File: src/rtl/arista_pkg_v.sv
// Shared constants for the AXI4-Lite to register-bus bridge: response codes,
// the timeout data pattern and the default timing parameters.
package arista_pkg_v;

    localparam logic [1:0]  RESP_OKAY    = 2'b00;
    localparam logic [1:0]  RESP_SLVERR  = 2'b10;
    localparam logic [31:0] TIMEOUT_DATA = 32'hDEAD_BEEF;

    localparam int unsigned RD_LAT_DEF  = 2;
    localparam int unsigned TIMEOUT_DEF = 64;

    // Write wait cycles that follow the single register-bus write strobe.
    localparam int unsigned WR_WAIT_CYC = 2;

    // Which request type wins the next simultaneous read/write contest.
    typedef enum logic {
        PRI_RD = 1'b0,
        PRI_WR = 1'b1
    } rr_pri_t;

endpackage

File: src/rtl/axil_reg_bridge_v.sv
// AXI4-Lite slave to single-strobe register bus. One transaction in flight,
// round-robin read/write arbitration, fixed read latency window followed by a
// bounded wait for reg_rvld that ends in a SLVERR/DEADBEEF response.
module axil_reg_bridge_v
    import arista_pkg_v::*;
#(
    parameter int unsigned RD_LAT_G  = RD_LAT_DEF,
    parameter int unsigned TIMEOUT_G = TIMEOUT_DEF
) (
    input  logic        reg_clk,
    input  logic        reg_rst_n,
    // write address / data / response
    input  logic        s_axil_awvalid,
    output logic        s_axil_awready,
    input  logic [31:0] s_axil_awaddr,
    input  logic        s_axil_wvalid,
    output logic        s_axil_wready,
    input  logic [31:0] s_axil_wdata,
    input  logic [3:0]  s_axil_wstrb,
    output logic        s_axil_bvalid,
    input  logic        s_axil_bready,
    output logic [1:0]  s_axil_bresp,
    // read address / data
    input  logic        s_axil_arvalid,
    output logic        s_axil_arready,
    input  logic [31:0] s_axil_araddr,
    output logic        s_axil_rvalid,
    input  logic        s_axil_rready,
    output logic [31:0] s_axil_rdata,
    output logic [1:0]  s_axil_rresp,
    // register bus
    output logic        reg_avld,
    output logic [15:0] reg_addr,
    output logic        reg_wvld,
    output logic [31:0] reg_wdata,
    input  logic        reg_rvld,
    input  logic [31:0] reg_rdata
);

    typedef enum logic [2:0] {
        ST_IDLE    = 3'd0,
        ST_RD_WAIT = 3'd1,
        ST_WR_WAIT = 3'd2,
        ST_RD_RESP = 3'd3,
        ST_WR_RESP = 3'd4
    } state_t;

    // Counter is cleared in the strobe cycle; wide enough for 15 + 255.
    localparam int unsigned        CNT_W   = 9;
    localparam logic [CNT_W-1:0]   LAT_END = CNT_W'(RD_LAT_G);
    localparam logic [CNT_W-1:0]   TMO_END = CNT_W'(RD_LAT_G + TIMEOUT_G - 1);
    localparam logic [CNT_W-1:0]   WR_END  = CNT_W'(WR_WAIT_CYC);

    state_t           state_q, state_d;
    rr_pri_t          rr_q;
    logic [CNT_W-1:0] cnt_q;
    logic             reg_avld_q, reg_wvld_q;
    logic [15:0]      reg_addr_q;
    logic [31:0]      reg_wdata_q, rdata_q;
    logic [1:0]       rresp_q, bresp_q;

    logic idle, rd_elig, wr_elig, rd_grant, wr_grant, full_strb;
    logic in_window, rd_hit, rd_tmo;
    logic unused_addr_bits;

    // Ready outputs are combinational, so IDLE is additionally qualified by
    // reset to keep every ready at 0 while reg_rst_n is low.
    assign idle      = reg_rst_n && (state_q == ST_IDLE);
    assign rd_elig   = s_axil_arvalid;
    assign wr_elig   = s_axil_awvalid && s_axil_wvalid;
    assign rd_grant  = idle && rd_elig && (!wr_elig || (rr_q == PRI_RD));
    assign wr_grant  = idle && wr_elig && !rd_grant;
    assign full_strb = (s_axil_wstrb == 4'hF);

    // Sampling window opens RD_LAT_G cycles after the strobe cycle.
    assign in_window = (state_q == ST_RD_WAIT) && (cnt_q >= LAT_END);
    assign rd_hit    = in_window && reg_rvld;
    assign rd_tmo    = in_window && !reg_rvld && (cnt_q >= TMO_END);

    assign unused_addr_bits = ^{s_axil_awaddr[31:18], s_axil_awaddr[1:0],
                                s_axil_araddr[31:18], s_axil_araddr[1:0]};

    // State register.
    // NOTE: reset is sampled on the clock edge, and all state uses <= so every
    // flop sees pre-edge values regardless of block evaluation order.
    always_ff @(posedge reg_clk) begin
        if (!reg_rst_n) state_q <= ST_IDLE;
        else            state_q <= state_d;
    end

    // Next-state logic.
    // NOTE: default assignment first so no path leaves state_d unassigned
    // (which would infer a latch).
    always_comb begin
        state_d = state_q;
        case (state_q)
            ST_IDLE: begin
                if (rd_grant)      state_d = ST_RD_WAIT;
                else if (wr_grant) state_d = full_strb ? ST_WR_WAIT : ST_WR_RESP;
            end
            ST_RD_WAIT: if (rd_hit || rd_tmo)  state_d = ST_RD_RESP;
            ST_WR_WAIT: if (cnt_q == WR_END)   state_d = ST_WR_RESP;
            ST_RD_RESP: if (s_axil_rready)     state_d = ST_IDLE;
            ST_WR_RESP: if (s_axil_bready)     state_d = ST_IDLE;
            default:                           state_d = ST_IDLE;
        endcase
    end

    // AXI handshake outputs decoded from the grant and the current state.
    always_comb begin
        s_axil_arready = rd_grant;
        s_axil_awready = wr_grant;
        s_axil_wready  = wr_grant;
        s_axil_rvalid  = (state_q == ST_RD_RESP);
        s_axil_bvalid  = (state_q == ST_WR_RESP);
    end

    // Datapath: register-bus strobes, captured responses, counter, arbiter.
    // NOTE: every datapath register is reset here because all of them are
    // visible on ports and must read 0 after reset.
    always_ff @(posedge reg_clk) begin
        if (!reg_rst_n) begin
            rr_q        <= PRI_RD;
            cnt_q       <= '0;
            reg_avld_q  <= 1'b0;
            reg_wvld_q  <= 1'b0;
            reg_addr_q  <= '0;
            reg_wdata_q <= '0;
            rdata_q     <= '0;
            rresp_q     <= RESP_OKAY;
            bresp_q     <= RESP_OKAY;
        end else begin
            reg_avld_q <= rd_grant || (wr_grant && full_strb);
            reg_wvld_q <= wr_grant && full_strb;

            if (rd_grant) begin
                reg_addr_q <= s_axil_araddr[17:2];
            end else if (wr_grant && full_strb) begin
                reg_addr_q  <= s_axil_awaddr[17:2];
                reg_wdata_q <= s_axil_wdata;
            end

            if (wr_grant) bresp_q <= full_strb ? RESP_OKAY : RESP_SLVERR;

            if (rd_grant || wr_grant) begin
                rr_q  <= rd_grant ? PRI_WR : PRI_RD;
                cnt_q <= '0;
            end else if ((state_q == ST_RD_WAIT || state_q == ST_WR_WAIT) &&
                         (cnt_q != '1)) begin
                cnt_q <= cnt_q + 1'b1;
            end

            if (rd_hit) begin
                rdata_q <= reg_rdata;
                rresp_q <= RESP_OKAY;
            end else if (rd_tmo) begin
                rdata_q <= TIMEOUT_DATA;
                rresp_q <= RESP_SLVERR;
            end
        end
    end

    assign reg_avld     = reg_avld_q;
    assign reg_wvld     = reg_wvld_q;
    assign reg_addr     = reg_addr_q;
    assign reg_wdata    = reg_wdata_q;
    assign s_axil_rdata = rdata_q;
    assign s_axil_rresp = rresp_q;
    assign s_axil_bresp = bresp_q;

endmodule

File: config.mk
export PLATFORM = sky130hd
export DESIGN_NAME = axil_reg_bridge_v
export DESIGN_NICKNAME = d
export VERILOG_FILES = /design/src/rtl/arista_pkg_v.sv /design/src/rtl/axil_reg_bridge_v.sv
export SDC_FILE = /design/constraint.sdc
export NUM_CORES = 1
export LEC_CHECK = 0
export CAP_MARGIN = 25
export CORE_ASPECT_RATIO = 1.25
export CORE_UTILIZATION = 40
export DETAILED_ROUTE_END_ITERATION = 10
export HOLD_SLACK_MARGIN = 0.02
export PLACE_DENSITY = 0.86
export SYNTH_ARGS = -nofsm -noshare
export SYNTH_HDL_FRONTEND = slang
export SYNTH_SLANG_ARGS = --single-unit
File: constraint.sdc
create_clock -name reg_clk -period 4.88 [get_ports reg_clk]
set_input_delay 0.732 -clock reg_clk [delete_from_list [all_inputs] [get_ports reg_clk]]
set_output_delay 0.732 -clock reg_clk [all_outputs]
set_load 0.02 [all_outputs]
==> results.json, run 1 <==
{
  "status": "complete, no violations",
  "finalHoldViolCount": 0,
  "drive_above_1_share_pct": 4.918,
  "yosys_register_bits": 97,
  "ys_seq_area_share_pct": 50.59,
  "ctsHoldBuffers": 0,
  "drc": 0,
  "whs_path_depth": 2,
  "holdWs_ns": 0.4527,
  "synthDistinctLibCells": 49,
  "yosysWarnings": 0,
  "reg2reg_setup_slack_ns": 1.85,
  "utilization_pct": 67.24,
  "avgViaCountPerCell": 5.252,
  "period_share_pct": 71.91,
  "core_um2": 9223,
  "setup_tns_ns": 0,
  "use_met1_pct": 24.04,
  "cp.arrival_ns": 2.78,
  "antenna_found_initial": 0,
  "initial_core_util_pct": 41.62,
  "pwr_density_cell_nw_per_um2": 393.8,
  "clkLatencyLatePin_ns": 0.34,
  "use_met3_pct": 6.301,
  "diodes": 0,
  "clkTransAtPathRegs_ns": 0.06,
  "fill_cells": 697,
  "synthFlopType": "dfxtp_1",
  "hold_end": "reg_wdata[19]",
  "cap_violations": 0,
  "reg2reg_to": "reg_addr[5]",
  "fmax_mhz": 285.0,
  "grt.overflow.total": 0,
  "worst_r2r_path_depth": 5,
  "first_iter_violations": 176,
  "grt.total_usage_pct": 22.79,
  "maxSlewHeadroom_pct": 36.02,
  "cts_max_level": 3,
  "clockRootBuffer": "clkbuf_16",
  "cp_max_fo": 38,
  "cp.required_ns": 4.15,
  "met2_usage_pct": 41.82,
  "row_count": 39,
  "period_needed_ns": 3.509,
  "die_h_um": 111.5,
  "cts_tree": "built",
  "wl_mm": 11.28,
  "top_usage_layer": "met2",
  "cts_resized": 0,
  "peakVddDrop_uv": 320.9,
  "avgSynthCellArea_um2": 8.990,
  "first_pass_iters": 4,
  "setup_viol": 0,
  "fin_skew_ns": 0.008764,
  "crit_chain": "buf_2 -> buf_4 -> nor4b_1 -> nand3_1 -> inv_1 -> clkdlybuf4s50_1",
  "ioPinCount": 231,
  "synth-edff-count": 0,
  "tightest_slew_ns": 0.9493,
  "dieArea_um2": 9995,
  "die_x_um": 89.62,
  "cts-buffers-inserted": 9,
  "rr_startpoint": "state_q[1]",
  "clock_path_buffers": 2,
  "p_leak_uw": 0.002388,
  "report.final.slew_viol_count": 0,
  "cts_sinks": 97,
  "post_cts_buffers": 0,
  "crit_path_start_kind": "input port",
  "slowest_stage": "clkdlybuf4s50_1",
  "ant_nets": 0,
  "hp-start": "reg_wdata[19]",
  "port-buffer-count": 196,
  "avgRoutedWirePerCell_um": 15.39,
  "dpl.hpwl_mm": 8.052,
  "crit_type": "input port to primary output",
  "hold_class": "flop to flop",
  "grt_pass1_vias": 3761,
  "syn_inst": 427,
  "routabilityCongestion": 0.9049,
  "grt_pass1_wl_mm": 17.73,
  "slowest_delay_ns": 0.74,
  "async_flop_share_pct": 0,
  "area_growth_pct": 61.54,
  "nets": 749,
  "synthesis.area_um2": 3839,
  "num_vias": 3850,
  "rsz0062_at_grt": "no",
  "endpoint_kind": "primary output",
  "grt_max_degree": 50
}
per-stage QoR:
stage	setup slack, ns	power [µW]	instances	area, µm²
after floorplan	2.114	1272	428	3842
after global placement	1.249	1517	717	5808
after detailed placement	1.210	1543	717	5808
after CTS	1.388	2459	733	6201
after global routing	1.225	2551	733	6201
final	1.371	2442	733	6201
cell families after synthesis:
kind of cell | Yosys count | synth area share (%)
fa+ha+maj | 4 | 1.304
buf+inv | 42 | 5.541
compound gates | 86 | 18.02
mux | 1 | 0.2608
simple gates | 187 | 22.13
other cells | 1 | 0.09769
xor+xnor | 9 | 2.053
flops | 97 | 50.59
report_power, final:
part           internal [µW]  switching, µW
clock                    619            292
combinational            292            302
sequential               862           75.2
total                   1770            669
Yosys cell counts, types with 2 or more instances:
cell type  instances  share of area [%]
buf_2             11                1.4
xnor2_1            5                1.1
nand2_1           92                9.0
o221a_2            2               0.59
and3_1             2               0.33
buf_1              3               0.29
nand3_1           48                6.3
nor3_1             6               0.78
buf_4              3               0.59
inv_1              6               0.59
o31ai_1            2               0.39
a211oi_1           2               0.39
o21ai_0            8                1.0
nor4_1             2               0.33
or4_1              2               0.39
a21oi_1           17                2.2
nand2b_1           2               0.33
dfxtp_1           97                 51
a22oi_1           15                2.9
or3_1              3               0.49
ha_1               4                1.3
buf_6              4                1.2
nor2_1            17                1.7
o22ai_1            9                1.5
clkbuf_1          14                1.4
nand4_1            4               0.65
xor2_1             4               0.91
o221a_1           22                6.5
layout by cell type, fill, tap and decap left out, types with 2 or more instances in the layout:
master           count
clkdlybuf4s50_1    195
a21oi_1             16
nand2b_1             2
nor2_1              17
nor3_1               6
ha_1                 4
o221a_1             22
o221a_2              2
bufinv_16            5
a22oi_1             15
xor2_1               4
o22ai_1              9
or3_1                3
nand3_1             48
clkbuf_16            9
and3_1               2
nand4_1              4
nor4_1               2
xnor2_1              5
o21ai_0              8
dfxtp_1             97
o31ai_1              2
inv_1                6
a211oi_1             2
nand2_1             92
conb_1               2
buf_4                5
or4_1                2
state kept, by name, summed over array words and instances (netlist names):
register      flops
s_axil_bresp      1
reg_wvld          1
state_q           3
s_axil_rdata     32
rr_q              1
reg_wdata        32
reg_addr         16
cnt_q             9
reg_avld          1
s_axil_rresp      1
final cells by class:
type / instances / area, µm² / share of cell area (%)
clock inverter: 5 / 150.1 / 2.421
tap: 123 / 153.9 / 2.482
timing repair buffer: 201 / 1994 / 32.16
clock buffer: 11 / 242.7 / 3.914
multi-input combinational: 289 / 1692 / 27.28
inverter: 7 / 26.28 / 0.4237
sequential: 97 / 1942 / 31.32
worst max-delay path, delay by kind of cell:
| family | cells | cell delay, ns |
|---|---|---|
| and+or+nand+nor | 2 | 0.43 |
| buffers and inverters | 4 | 1.61 |
worst max path at each step:
| stage | start | to | slack, ns |
|---|---|---|---|
| after floorplan | reg_rst_n | s_axil_wready | 2.11 |
| final | reg_rst_n | s_axil_arready | 1.37 |
| after global placement | reg_rst_n | reg_addr[6] | 1.25 |
| after detailed placement | reg_rst_n | reg_addr[6] | 1.21 |
| after CTS | reg_rst_n | s_axil_arready | 1.39 |
| after global routing | reg_rst_n | s_axil_arready | 1.22 |
routing by layer:
metal  routed length (µm)  up-vias  part of all wire (%)
met5                    0        -                     0
met4                  221        0                   2.0
met3                  742       21                   6.6
met2                 6060      150                    54
met1                 4254     1807                    38
li1                     -     1872                     -
Note: power is estimated with default switching activity, not from simulation.
==> run 2, diff against run 1 <==
--- a/config.mk
+++ b/config.mk
@@ -7,10 +7,10 @@
 export LEC_CHECK = 0
 export CAP_MARGIN = 25
 export CORE_ASPECT_RATIO = 1.25
-export CORE_UTILIZATION = 40
+export CORE_UTILIZATION = 34
 export DETAILED_ROUTE_END_ITERATION = 10
 export HOLD_SLACK_MARGIN = 0.02
-export PLACE_DENSITY = 0.86
+export PLACE_DENSITY = 0.78
 export SYNTH_ARGS = -nofsm -noshare
 export SYNTH_HDL_FRONTEND = slang
 export SYNTH_SLANG_ARGS = --single-unit
==> constraint.sdc (replaced) <==
create_clock -name reg_clk -period 3.1 [get_ports reg_clk]
set_input_delay 0.465 -clock reg_clk [delete_from_list [all_inputs] [get_ports reg_clk]]
set_output_delay 0.465 -clock reg_clk [all_outputs]
set_load 0.02 [all_outputs]
==> results.json, run 2 (synthesized netlist as in run 1, its figures left out) <==
{
  "clockRootBuffer": "clkbuf_16",
  "wl_mm": 11.55,
  "row_count": 43,
  "cts_resized": 0,
  "cts_tree": "built",
  "first_pass_iters": 4,
  "clkTransAtPathRegs_ns": 0.07,
  "p_leak_uw": 0.002368,
  "hold_class": "flop to flop",
  "cp_max_fo": 12,
  "routabilityCongestion": 0.8274,
  "diodes": 0,
  "dpl.hpwl_mm": 8.435,
  "peakVddDrop_uv": 246.0,
  "cts_sinks": 97,
  "finalHoldViolCount": 0,
  "port-buffer-count": 196,
  "fmax_mhz": 349.1,
  "cts-buffers-inserted": 9,
  "ant_nets": 0,
  "fill_cells": 983,
  "setup_tns_ns": 0,
  "worst_r2r_path_depth": 6,
  "finalWorstSetupSlack_ns": 0.2351,
  "grt_pass1_vias": 3651,
  "avgRoutedWirePerCell_um": 15.40,
  "ioPinCount": 231,
  "status": "complete, no violations",
  "cp.required_ns": 2.63,
  "grt_max_degree": 84,
  "period_needed_ns": 2.865,
  "drive_above_1_share_pct": 5.854,
  "clkLatencyLatePin_ns": 0.33,
  "nets": 754,
  "num_vias": 3849,
  "maxSlewHeadroom_pct": 41.50,
  "crit_type": "flop to primary output",
  "clock_path_buffers": 2,
  "grt.total_usage_pct": 19.34,
  "ctsHoldBuffers": 0,
  "report.final.slew_viol_count": 0,
  "most-common-layout-cells": "clkdlybuf4s50_1, dfxtp_1, nand2_1",
  "setup_viol": 0,
  "cap_violations": 0,
  "die_x_um": 97.04,
  "drc": 0,
  "fin_skew_ns": 0.008142,
  "post_cts_buffers": 0,
  "dieArea_um2": 11720,
  "avgViaCountPerCell": 5.132,
  "grt.overflow.total": 0,
  "rsz0062_at_grt": "no",
  "initial_core_util_pct": 34.80,
  "cts_max_level": 3,
  "grt_pass1_wl_mm": 18.21,
  "layout_commonest_cell": "clkdlybuf4s50_1",
  "antenna_found_initial": 0,
  "endpoint_kind": "primary output",
  "cp.arrival_ns": 2.40,
  "first_iter_violations": 120,
  "dp_slack_ns": 0.5206,
  "die_h_um": 120.8,
  "pwr_density_cell_nw_per_um2": 570.5,
  "period_share_pct": 92.42,
  "crit_path_start_kind": "flop",
  "tightest_slew_ns": 0.8775,
  "core_um2": 11030,
  "area_growth_pct": 60.79,
  "whs_path_depth": 2
}
==> run 2: power breakdown <==
part	switching [µW]	internal, µW
clock network	476	616
registers	96.5	1360
logic	493	482
==> run 2: final timing paths <==
check              endpoint  slack, ns     startpoint
max          s_axil_awready       0.24     state_q[0]
max reg2reg     reg_addr[1]       0.71     state_q[0]
min           reg_wdata[27]       0.45  reg_wdata[27]
min reg2reg   reg_wdata[27]       0.45  reg_wdata[27]
==> run 2: worst max-delay path, stage by stage (launching register included) <==
cell,delay (ns)
dfxtp_1,0.44
or4b_1,0.58
nor3_1,0.37
clkdlybuf4s50_1,0.68
==> run 2: per-layer routing <==
metal	GRT usage (%)	wire length, µm	vias up
li1	-	-	1881
met1	22.59	4825	1818
met2	33.32	5832	132
met3	4.624	616	18
met4	9.049	273	0
met5	0	0	-
==> run 2: cell type report <==
cell class,count,area [µm²],area share [%]
multi-input cells,289,1692,27.41
well taps,135,168.9,2.737
inverters,7,26.28,0.4257
clock buffers,12,266.5,4.318
clock inverters,4,32.53,0.5271
flip-flops and latches,97,1942,31.46
repair buffers,206,2044,33.12
==> run 2: stage by stage <==
stage	instances	hold slack [ns]	utilization, %	area (µm²)	power [µW]
final	750	0.4548	55.96	6172	3521
after global routing	750	0.4783	55.96	6172	3690
after global placement	734	0.4395	53.25	5873	2424
after floorplan	428	0.4586	-	3842	2002
after CTS	750	0.4595	55.96	6172	3551
after detailed placement	734	0.4487	53.25	5873	2455
